<file path="src/rtl/seq_tx.sv">
// Serial pattern transmitter: shifts a captured WIDTH-bit pattern out MSB first, one bit per
// bit_en_i strobe, with repeat count, abort and start/busy/done handshake. SEQ_TX_PARITY_EN appends even parity.
module seq_tx #(
  parameter int unsigned WIDTH = 6,
  parameter int unsigned REP_W = 4
) (
  input  logic             clk_i,
  input  logic             reset_i,
  input  logic             start_i,
  input  logic [WIDTH-1:0] pat_i,
  input  logic [REP_W-1:0] rep_i,
  input  logic             bit_en_i,
  input  logic             abort_i,
  output logic             dout_o,
  output logic             dvalid_o,
  output logic             last_o,
  output logic             busy_o,
  output logic             done_o
);

`ifdef SEQ_TX_PARITY_EN
  localparam int unsigned SH_W = WIDTH + 1;
`else
  localparam int unsigned SH_W = WIDTH;
`endif
  localparam int unsigned CNT_W = $clog2(SH_W);
  localparam logic [CNT_W-1:0] BIT_LAST = CNT_W'(SH_W - 1);

  typedef enum logic [1:0] {
    S_IDLE,
    S_SEND,
    S_DONE
  } state_t;

  state_t           r_state;
  state_t           w_next;
  logic [WIDTH-1:0] r_pat;
  logic [SH_W-1:0]  r_sh;
  logic [REP_W-1:0] r_rep;
  logic [CNT_W-1:0] r_bit;

  logic [SH_W-1:0]  w_load;
  logic [SH_W-1:0]  w_reload;
  logic             w_start;
  logic             w_adv;
  logic             w_final;

  // Parity rides in the shift register's LSB so it leaves right after the pattern LSB
`ifdef SEQ_TX_PARITY_EN
  assign w_load   = {pat_i, ^pat_i};
  assign w_reload = {r_pat, ^r_pat};
`else
  assign w_load   = pat_i;
  assign w_reload = r_pat;
`endif

  assign w_start = (r_state == S_IDLE) && start_i;
  assign w_adv   = (r_state == S_SEND) && bit_en_i && !abort_i;
  assign w_final = (r_bit == '0) && (r_rep == '0);

  always_ff @(posedge clk_i or negedge reset_i) begin
    if (!reset_i) begin
      r_state <= S_IDLE;
    end else begin
      r_state <= w_next;
    end
  end

  always_comb begin
    w_next   = r_state;
    dout_o   = 1'b0;
    dvalid_o = 1'b0;
    last_o   = 1'b0;
    busy_o   = 1'b0;
    done_o   = 1'b0;
    case (r_state)
      S_IDLE: begin
        if (start_i) begin
          w_next = S_SEND;
        end
      end
      S_SEND: begin
        busy_o   = 1'b1;
        dout_o   = r_sh[SH_W-1];
        dvalid_o = bit_en_i;
        last_o   = bit_en_i && w_final;
        if (abort_i) begin
          w_next = S_IDLE;
        end else if (bit_en_i && w_final) begin
          w_next = S_DONE;
        end
      end
      S_DONE: begin
        busy_o = 1'b1;
        done_o = 1'b1;
        w_next = S_IDLE;
      end
      default: begin
        w_next = S_IDLE;
      end
    endcase
  end

  // Datapath: capture on accepted start, shift or reload the next frame on each strobe
  always_ff @(posedge clk_i or negedge reset_i) begin
    if (!reset_i) begin
      r_pat <= '0;
      r_sh  <= '0;
      r_rep <= '0;
      r_bit <= '0;
    end else if (w_start) begin
      r_pat <= pat_i;
      r_sh  <= w_load;
      r_rep <= rep_i;
      r_bit <= BIT_LAST;
    end else if (w_adv) begin
      if (r_bit != '0) begin
        r_sh  <= {r_sh[SH_W-2:0], 1'b0};
        r_bit <= r_bit - CNT_W'(1);
      end else if (r_rep != '0) begin
        r_rep <= r_rep - REP_W'(1);
        r_sh  <= w_reload;
        r_bit <= BIT_LAST;
      end
    end
  end

endmodule

</file>
<file path="config.mk">
export PLATFORM = sky130hd
export DESIGN_NAME = seq_tx
export DESIGN_NICKNAME = d
export VERILOG_FILES = /design/src/rtl/seq_tx.sv
export SDC_FILE = /design/constraint.sdc
export NUM_CORES = 1
export LEC_CHECK = 0
export ABC_AREA = 1
export BUFFER_PORTS_ARGS = -buffer_cell sky130_fd_sc_hd__buf_2
export CAP_MARGIN = 20
export CORE_ASPECT_RATIO = 0.6
export CORE_MARGIN = 2
export CORE_UTILIZATION = 40
export DETAILED_ROUTE_END_ITERATION = 10
export HOLD_SLACK_MARGIN = 0.12
export SYNTH_ARGS = -nofsm -noshare
export SYNTH_HDL_FRONTEND = slang
export SYNTH_SLANG_ARGS = --single-unit
</file>
<file path="constraint.sdc">
create_clock -name clk_i -period 3.8 [get_ports clk_i]
set_input_delay 0.38 -clock clk_i [delete_from_list [all_inputs] [get_ports clk_i]]
set_output_delay 0.38 -clock clk_i [all_outputs]
set_load 0.01 [all_outputs]
</file>
# Word-level counts from Yosys, hierarchy flattened
# Index checks and enable logic that the tools add are counted.
# word_totals
output_inout_bits,5
regBits,21
in_bits,15
word_cells,51
# classes
n_mux,21
n_reduce_logical,18
eq_ne,5
n_addsub,2
# op_table
op,count
two-way mux 6 bit,4
two-way mux 4 bit,4
two-way mux 3 bit,4
two-way mux 2 bit,3
nonzero test 3 bit,2
logical AND 1 bit,5
two-way mux 1 bit,5
zero test 4 bit,1
!= test 2 bit (second input constant),2
case mux 2 bit (2 select lines),1
AND reduction 2 bit,2
nonzero test 2 bit,2
nonzero test 4 bit,1
subtractor 4 x 1 -> 4 bit (second input constant),1
zero test 3 bit,1
!= test 3 x 2 -> 1 bit (second input constant),1
AND reduction 3 bit,1
subtractor 3 x 1 -> 3 bit (second input constant),1
equality test 2 x 1 -> 1 bit (second input constant),1
equality test 2 bit (second input constant),1
zero test 2 bit,1
OR reduction 2 bit,1
zero test 1 bit,1

# Logic depth before layout (Yosys ltp)
# Gate-level depths: netlist of the first run.
# depth
ltp_word,6
depth_mapped,10
depth_no_buf,10

# Least setup slack after synthesis of the first run
# OpenSTA, ideal clock, no wires.
# synth_path
path_kind,flip-flop to output port
start,reg r_rep[0]
end,out last_o
setup_slack_ps,2336
required_ps,3420
arrival_time_ps,1084
n_path_buf,0
stages_incl_launch_ff,5
cell_sequence,dfrtp_1 inv_1 ha_1 nand3_1 nor3b_1
# synth_via
elab_chain_len,4
# synth_rtl
element,line,source
from (decl),39,logic [REP_W-1:0] r_rep;
from (signal assigned),114,r_rep <= rep_i;
from (signal assigned),121,r_rep <= r_rep - REP_W'(1);
zero test 4 bit,59,assign w_final = (r_bit == '0) && (r_rep == '0);
logical AND 1 bit,59,
logical AND 1 bit,86,last_o = bit_en_i && w_final;
two-way mux 1 bit,76,case (r_state)
to (decl),16,"output logic last_o,"
# No other way between the ends.

# Final worst setup path of the first run
# Ends and elaborated chain as after synthesis.

==> results of run 1 <==
-- worst register-to-register path: stages, from the launching register on --
cell and delay (ps):
dfrtp_1 380, inv_1 90, ha_1 220, nand2_2 290, clkinv_1 360, nand2_1 180, nand2_1 60, nand2_1 50
nand2_1 50
-- cell usage in the layout, fill, tap and decap left out, types with 3 or more instances in the layout --
cell type / Yosys / layout
nand2_1: 85 / 85
dfrtp_1: 21 / 21
o21ai_1: 4 / 4
o21ai_0: 5 / 5
ha_1: 6 / 6
nor2_1: 4 / 4
nand3_1: 5 / 5
clkbuf_8: 0 / 3
nand2_2: 4 / 4
inv_1: 19 / 19
buf_2: 0 / 19
-- sequential cells by signal (all words and copies together) (netlist names) --
signal,cells
r_state,2
r_bit,3
r_rep,4
r_pat,6
r_sh,6
-- per-layer routing --
| layer | vias to the layer above | global-route usage | share of wire |
|---|---|---|---|
| met5 | - | 0 | 0 |
| met4 | 0 | 0.0316 | 0.0042 |
| met3 | 2 | 0.0515 | 0.043 |
| met2 | 22 | 0.233 | 0.41 |
| met1 | 444 | 0.217 | 0.54 |
| li1 | 551 | - | - |
-- cells by family after synthesis --
kind of cell | synth area share
AO/OA/AOI/OAI | 0.0533
buffers and inverters | 0.0830
AND/OR/NAND/NOR | 0.372
adder cells (fa/ha/maj) | 0.0615
flip-flops | 0.430
-- stage by stage --
stage	hold WS, ps	worst slack, ps
3_5_place_dp	377	2040
3_3_place_gp	372	2110
4_1_cts	330	1940
6_report	331	1980
2_1_floorplan	84.4	2340
5_1_grt	339	1820
-- worst min path at each step --
stage | startpoint | end | slack, ps | depth (start not counted)
finish | pat_i[1] | r_pat[1]$_DFFE_PN0P_ | 330 | 3
global route | pat_i[1] | r_pat[1]$_DFFE_PN0P_ | 340 | 3
CTS | pat_i[1] | r_pat[1]$_DFFE_PN0P_ | 330 | 3
detailed placement | reset_i | r_rep[3]$_DFFE_PN0P_ | 380 | 1
global placement | reset_i | r_rep[3]$_DFFE_PN0P_ | 370 | 1
floorplan | reset_i | r_bit[0]$_DFFE_PN0P_ | 80 | 0
-- area by class of cell --
class	instances	area share
clock buffers	3	0.0294
clock inverters	1	0.00356
inverters	22	0.0587
multi-input cells	122	0.423
flip-flops and latches	21	0.374
well taps	42	0.0374
repair buffers	20	0.0747
-- power breakdown --
group / switching (mW) / internal (mW) / leakage [nW]
Combinational: 0.349 / 0.195 / 0.551
Sequential: 0.0571 / 0.326 / 0.263
Clock: 0.0759 / 0.0731 / 0.0255
Total: 0.482 / 0.594 / 0.839
==> impl_results.md, run 1 <==
- Sequential share of the synthesized area: 0.430
- DRC: 0
- Layout cell share with drive strength beyond 1: 0.180
- First-pass GRT wire length: roughly 4000 um
- FF-to-FF setup slack: roughly 2000 ps
- Post-CTS setup buffer count: 0
- ANT cells: 0
- GRT Total Usage: 0.153
- Reg2reg start: r_state[0]$_DFFE_PN0P_
- Final nets: around 210
- Placed inst area: around 0.0014 mm2
- Stages on worst setup path: 5
- Syn-to-layout area delta: 15.2%
- Buf+Inv Stages, Crit Path: 2
- Slowest CP cell: dfrtp_1
- Period utilization: 0.480
- Largest area contributor in the netlist: dfrtp_1
- WP data arrival: between 1000 and 1500 ps
- Worst Setup End Kind: output pin
- Max-slew violations: 0
- WS Path Type: reg2out
- Crit path cell chain: inv_1 -> ha_1 -> nand3_1 -> nor3b_1 -> buf_2
- Root Buffer: clkbuf_8
- Mean Syn Cell Area: 7.31 um2
- R2R cell count: 8
- Routability cong.: between 0.7 and 0.8
- Fill cells: ~300
- Worst-Skew Late Latency: 260 ps
- FMAX: between 500 and 600 MHz
- Tmin final: between 1500 and 2000 ps
- Crit path to: last_o
- Final std cell area, no fill: about 0.0014 mm2
- 1st-iter DRT viols: between 60 and 70
- Number of global-route vias before repair: ~870
- Setup_tns: 0 ps
- Cts repair resizes: 0
- Final hold vios: 0
- DIE AREA: roughly 0.0035 mm2
- Syn Nets: 188
- IR Drop Worst-Case VDD: approximately 0.00029 V
- Multi-input gate area: around 600 um2
- Cells after DPL: 226
- Wire length per cell: 10.3 um
- # clock sinks: 21
- Critical R2R Capture: r_sh[5]$_DFFE_PN0P_
- Main synth FF type: dfrtp_1
- I/O pin cnt: 20
- Syn Inst Count: roughly 170
- Cts hold-fix bufs: 1
- Worst Setup SP: r_rep[0]$_DFFE_PN0P_
- Final ANT Viol Nets: 0
- Vias per inst: around 4.4
- Initial Util: 0.423
- Total number of vias: between 1000 and 1500
- Remaining Overflow, GRT: 0
- Clock tree buffer depth: 2
- Largest net degree at the start of global routing: 22
- IO buf count: 19
- # H-tree levels: 1
- Cell Area, Synth: about 0.0012 mm2
- CTS buffer count: 3
- CORE AREA: between 0.002 and 0.003 mm2
- Startpoint types: flop
- Reg area: ~530 um2
- Power per cell area: between 700 and 800 mW/mm2
- Final clock skew: about 5.7 ps
- Synth top area cells: dfrtp_1 43%, nand2_1 26%, ha_1 6.1%
- Flop and latch count out of synthesis: 21
- Largest delay share family, worst path: flip-flops
- Most frequent cell after synthesis: nand2_1
- Status: completed
- Drt first pass iters: 4
- Die X: around 75 um
- Worst Path Required: around 3400 ps
- Leakage power: 0.839 nW
- CP max stage delay: around 400 ps
- Post-synth top cells: 85 x nand2_1, 21 x dfrtp_1, 19 x inv_1
- Power, Total: roughly 1.1 mW
- Count of flip-flops with a built-in enable after synthesis: 0
- Die span in y: approximately 47 um
- Least-Margin Pin Slew: 483 ps
- Synth top area share: 0.430
- YS warnings: 0
- Initial antenna violation count: 0
- Unrepaired setup endpoints after global routing: no
- Util after Layout: 0.487
- CTS tree: built
- Max-cap viol count: 0
- # setup viols final: 0
- Post-synth cell types: 19
- Min-delay worst type: in2reg
- Worst-path clk slew: roughly 80 ps
- Crit-path max FO: 4
- Cell Rows: 15
- Post-DP HPWL: ~1800 um
- Rel. slew slack: 0.678
- Total Routed Length: 2380 um
- Post-synth ARST share: 1.00
- Final Non-Filler Cells: 231
Note: power is estimated with default switching activity, not from simulation.
==> run 2, diff against run 1 <==
Clock period 3.8 ns to 1.5 ns, I/O delays scaled along.
==> run 2 against run 1 <==
  * Sequential power rose to 2.6 times the previous value
  * Final cell count increased by 7.8%
  * Combinational power rose to 3.5 times the previous value
  * Via count grew 12%
  * Critical path type unchanged
  * Largest power group unchanged
==> impl_results.md, run 2 (synthesis results as in run 1) <==
- Status: completed (unchanged)
- Largest net degree at the start of global routing: 22 (unchanged)
- Reg area: 527 um2 (was 526 um2)
- I/O pin cnt: 20 (unchanged)
- Die X: 75.3 um (unchanged)
- Number of global-route vias before repair: 1017 (was 869)
- Vias per inst: 4.60 (was 4.41)
- Period utilization: 0.972
- Final hold vios: 0 (unchanged)
- Final worst slack: 42.2 ps (was 1980 ps)
- Placed inst area: 0.00140 mm2 (was 0.00135 mm2)
- Final clock skew: 1.48 ps (was 5.72 ps)
- # H-tree levels: 1 (unchanged)
- First-pass GRT wire length: 4400 um (was 3930 um)
- DRC: 0 (unchanged)
- Clock tree buffer depth: 2 (unchanged)
- DIE AREA: 0.00353 mm2 (unchanged)
- Cells after DPL: 232 (was 226)
- WS Path Type: reg2out (unchanged)
- Routability cong.: 0.822 (was 0.742)
- Worst-path clk slew: 70 ps (was 80 ps)
- Final nets: 229 (was 211)
- 1st-iter DRT viols: 46 (was 65)
- Crit path cell chain: inv_2 -> ha_4 -> buf_6 -> nor3b_2 -> buf_2 (was inv_1 -> ha_1 -> nand3_1 -> nor3b_1 -> buf_2)
- ANT cells: 0 (unchanged)
- Remaining Overflow, GRT: 0 (unchanged)
- Cell Rows: 15 (unchanged)
- Worst Setup SP: r_state[1]$_DFFE_PN0P_ (was r_rep[0]$_DFFE_PN0P_)
- Post-DP HPWL: 1940 um (was 1790 um)
- Biggest regs: r_pat x6, r_sh x6, r_rep x4 (unchanged)
- CTS buffer count: 3 (unchanged)
- Syn-to-layout area delta: 34.3% (was 15.2%)
- WP data arrival: 1310 ps (was 1440 ps)
- Multi-input gate area: 677 um2 (was 594 um2)
- Least-Margin Pin Slew: 463 ps (was 483 ps)
- # clock sinks: 21 (unchanged)
- Layout cell share with drive strength beyond 1: 0.304 (was 0.180)
- Power per cell area: 1980 mW/mm2 (was 765 mW/mm2)
- CP max stage delay: 400 ps (about the same)
- Leading cell type in the layout, fill and taps excluded: nand2_1 (unchanged)
- Worst slack at placement: -55.6 ps (was 2040 ps)
- Critical R2R Capture: r_sh[3]$_DFFE_PN0P_ (was r_sh[5]$_DFFE_PN0P_)
- Reg2reg start: r_rep[0]$_DFFE_PN0P_ (was r_state[0]$_DFFE_PN0P_)
- Wire length per cell: 11.3 um (was 10.3 um)
- Total Routed Length: 2810 um (was 2380 um)
- Crit path to: last_o (unchanged)
- Total number of vias: 1145 (was 1019)
- Final Non-Filler Cells: 249 (was 231)
- Setup_tns: 0 ps (unchanged)
- Startpoint types: flop (unchanged)
- Root Buffer: clkbuf_8 (unchanged)
- Rel. slew slack: 0.691 (was 0.678)
- Min-delay worst type: in2reg (unchanged)
- IO buf count: 19 (unchanged)
- Worst Path Required: 1350 ps (was 3420 ps)
- Initial antenna violation count: 0 (unchanged)
- Drt first pass iters: 4 (unchanged)
- Tmin final: approximately 1500 ps
- Unrepaired setup endpoints after global routing: yes (was no)
- Fill cells: 275 (was 295)
- Most frequent cells in the layout: 83 x nand2_1, 20 x dfrtp_1, 19 x buf_2 (was 85 x nand2_1, 21 x dfrtp_1, 19 x inv_1, 19 x buf_2, 6 x ha_1)
- Initial Util: 0.423 (unchanged)
- GRT Total Usage: 0.170 (was 0.153)
- Final std cell area, no fill: 0.00164 mm2 (was 0.00141 mm2)
- Slowest CP cell: dfrtp_1 (unchanged)
- Crit-path max FO: 3 (was 4)
- Worst-Skew Late Latency: 260 ps (about the same)
- Max-slew violations: 0 (unchanged)
- Final ANT Viol Nets: 0 (unchanged)
- Power, Total: 3.24 mW (was 1.08 mW)
- CORE AREA: 0.00289 mm2 (unchanged)
- Leakage power: 0.950 nW (was 0.839 nW)
- FF-to-FF setup slack: 70 ps (was 2030 ps)
- # setup viols final: 0 (unchanged)
- Max-cap viol count: 0 (unchanged)
- FMAX: 686 MHz
- Worst Setup End Kind: output pin (unchanged)
- IR Drop Worst-Case VDD: 0.000784 V (was 0.000288 V)
- R2R cell count: 9 (was 8)
- CTS tree: built (unchanged)
- Die span in y: 46.8 um (unchanged)
## run 2: layer usage
layer | track usage | vias up | wire length [um]
met5 | 0 | - | 0
met4 | 0.0211 | 0 | 14
met3 | 0.0515 | 2 | 133
met2 | 0.266 | 26 | 1290
met1 | 0.243 | 527 | 1370
li1 | - | 590 | -
## run 2: timing repair
| item | in CTS | in global routing |
|---|---|---|
| gates resized for setup | 5 | 19 |
| hold buffers | 4 | 0 |
| gates cloned | 0 | 1 |
| hold endpoints to repair | 24 | 0 |
| pin swaps | 1 | 3 |
| setup buffers | 2 | 6 |
| endpoints found under the setup margin | 10 | 15 |
## run 2: how the worst min path moves through the flow
stage          slack (ps)  cells after the start                   end     start
2_1_floorplan        -150                      0  r_bit[0]$_DFFE_PN0P_   reset_i
4_1_cts               120                      3  r_pat[1]$_DFFE_PN0P_  pat_i[1]
3_3_place_gp          140                      1  r_rep[3]$_DFFE_PN0P_   reset_i
6_report              120                      3  r_pat[3]$_DFFE_PN0P_  pat_i[3]
3_5_place_dp          140                      1  r_rep[1]$_DFFE_PN0P_   reset_i
5_1_grt               130                      3  r_pat[3]$_DFFE_PN0P_  pat_i[3]
## run 2: cell type report
class,instances,share of cell area
Clock buffer,3,0.0252
Clock inverter,1,0.00305
Inverter,22,0.0526
Multi-Input combinational cell,123,0.413
Sequential cell,21,0.321
Tap cell,42,0.0320
Timing Repair Buffer,37,0.153
## run 2: through the flow
stage	hold WS, ps	utilization
finish	121	0.568
global route	130	0.568
CTS	123	0.523
detailed placement	137	0.483
global placement	139	0.483
floorplan	-146	-
## run 2: where the power goes
part | total [mW] | internal [mW] | switching (mW) | leakage (nW)
Sequential | 0.993 | 0.830 | 0.163 | 0.262
Clock | 0.367 | 0.185 | 0.182 | 0.0255
Combinational | 1.88 | 0.798 | 1.08 | 0.663
Total | 3.24 | 1.81 | 1.43 | 0.950
## run 2: critical path: cells and delay by family (launching register included)
kind,cells,cell delay [ps]
adder cells (fa/ha/maj),1,150
buffers and inverters,3,360
flip-flops,1,400
AND/OR/NAND/NOR,1,140
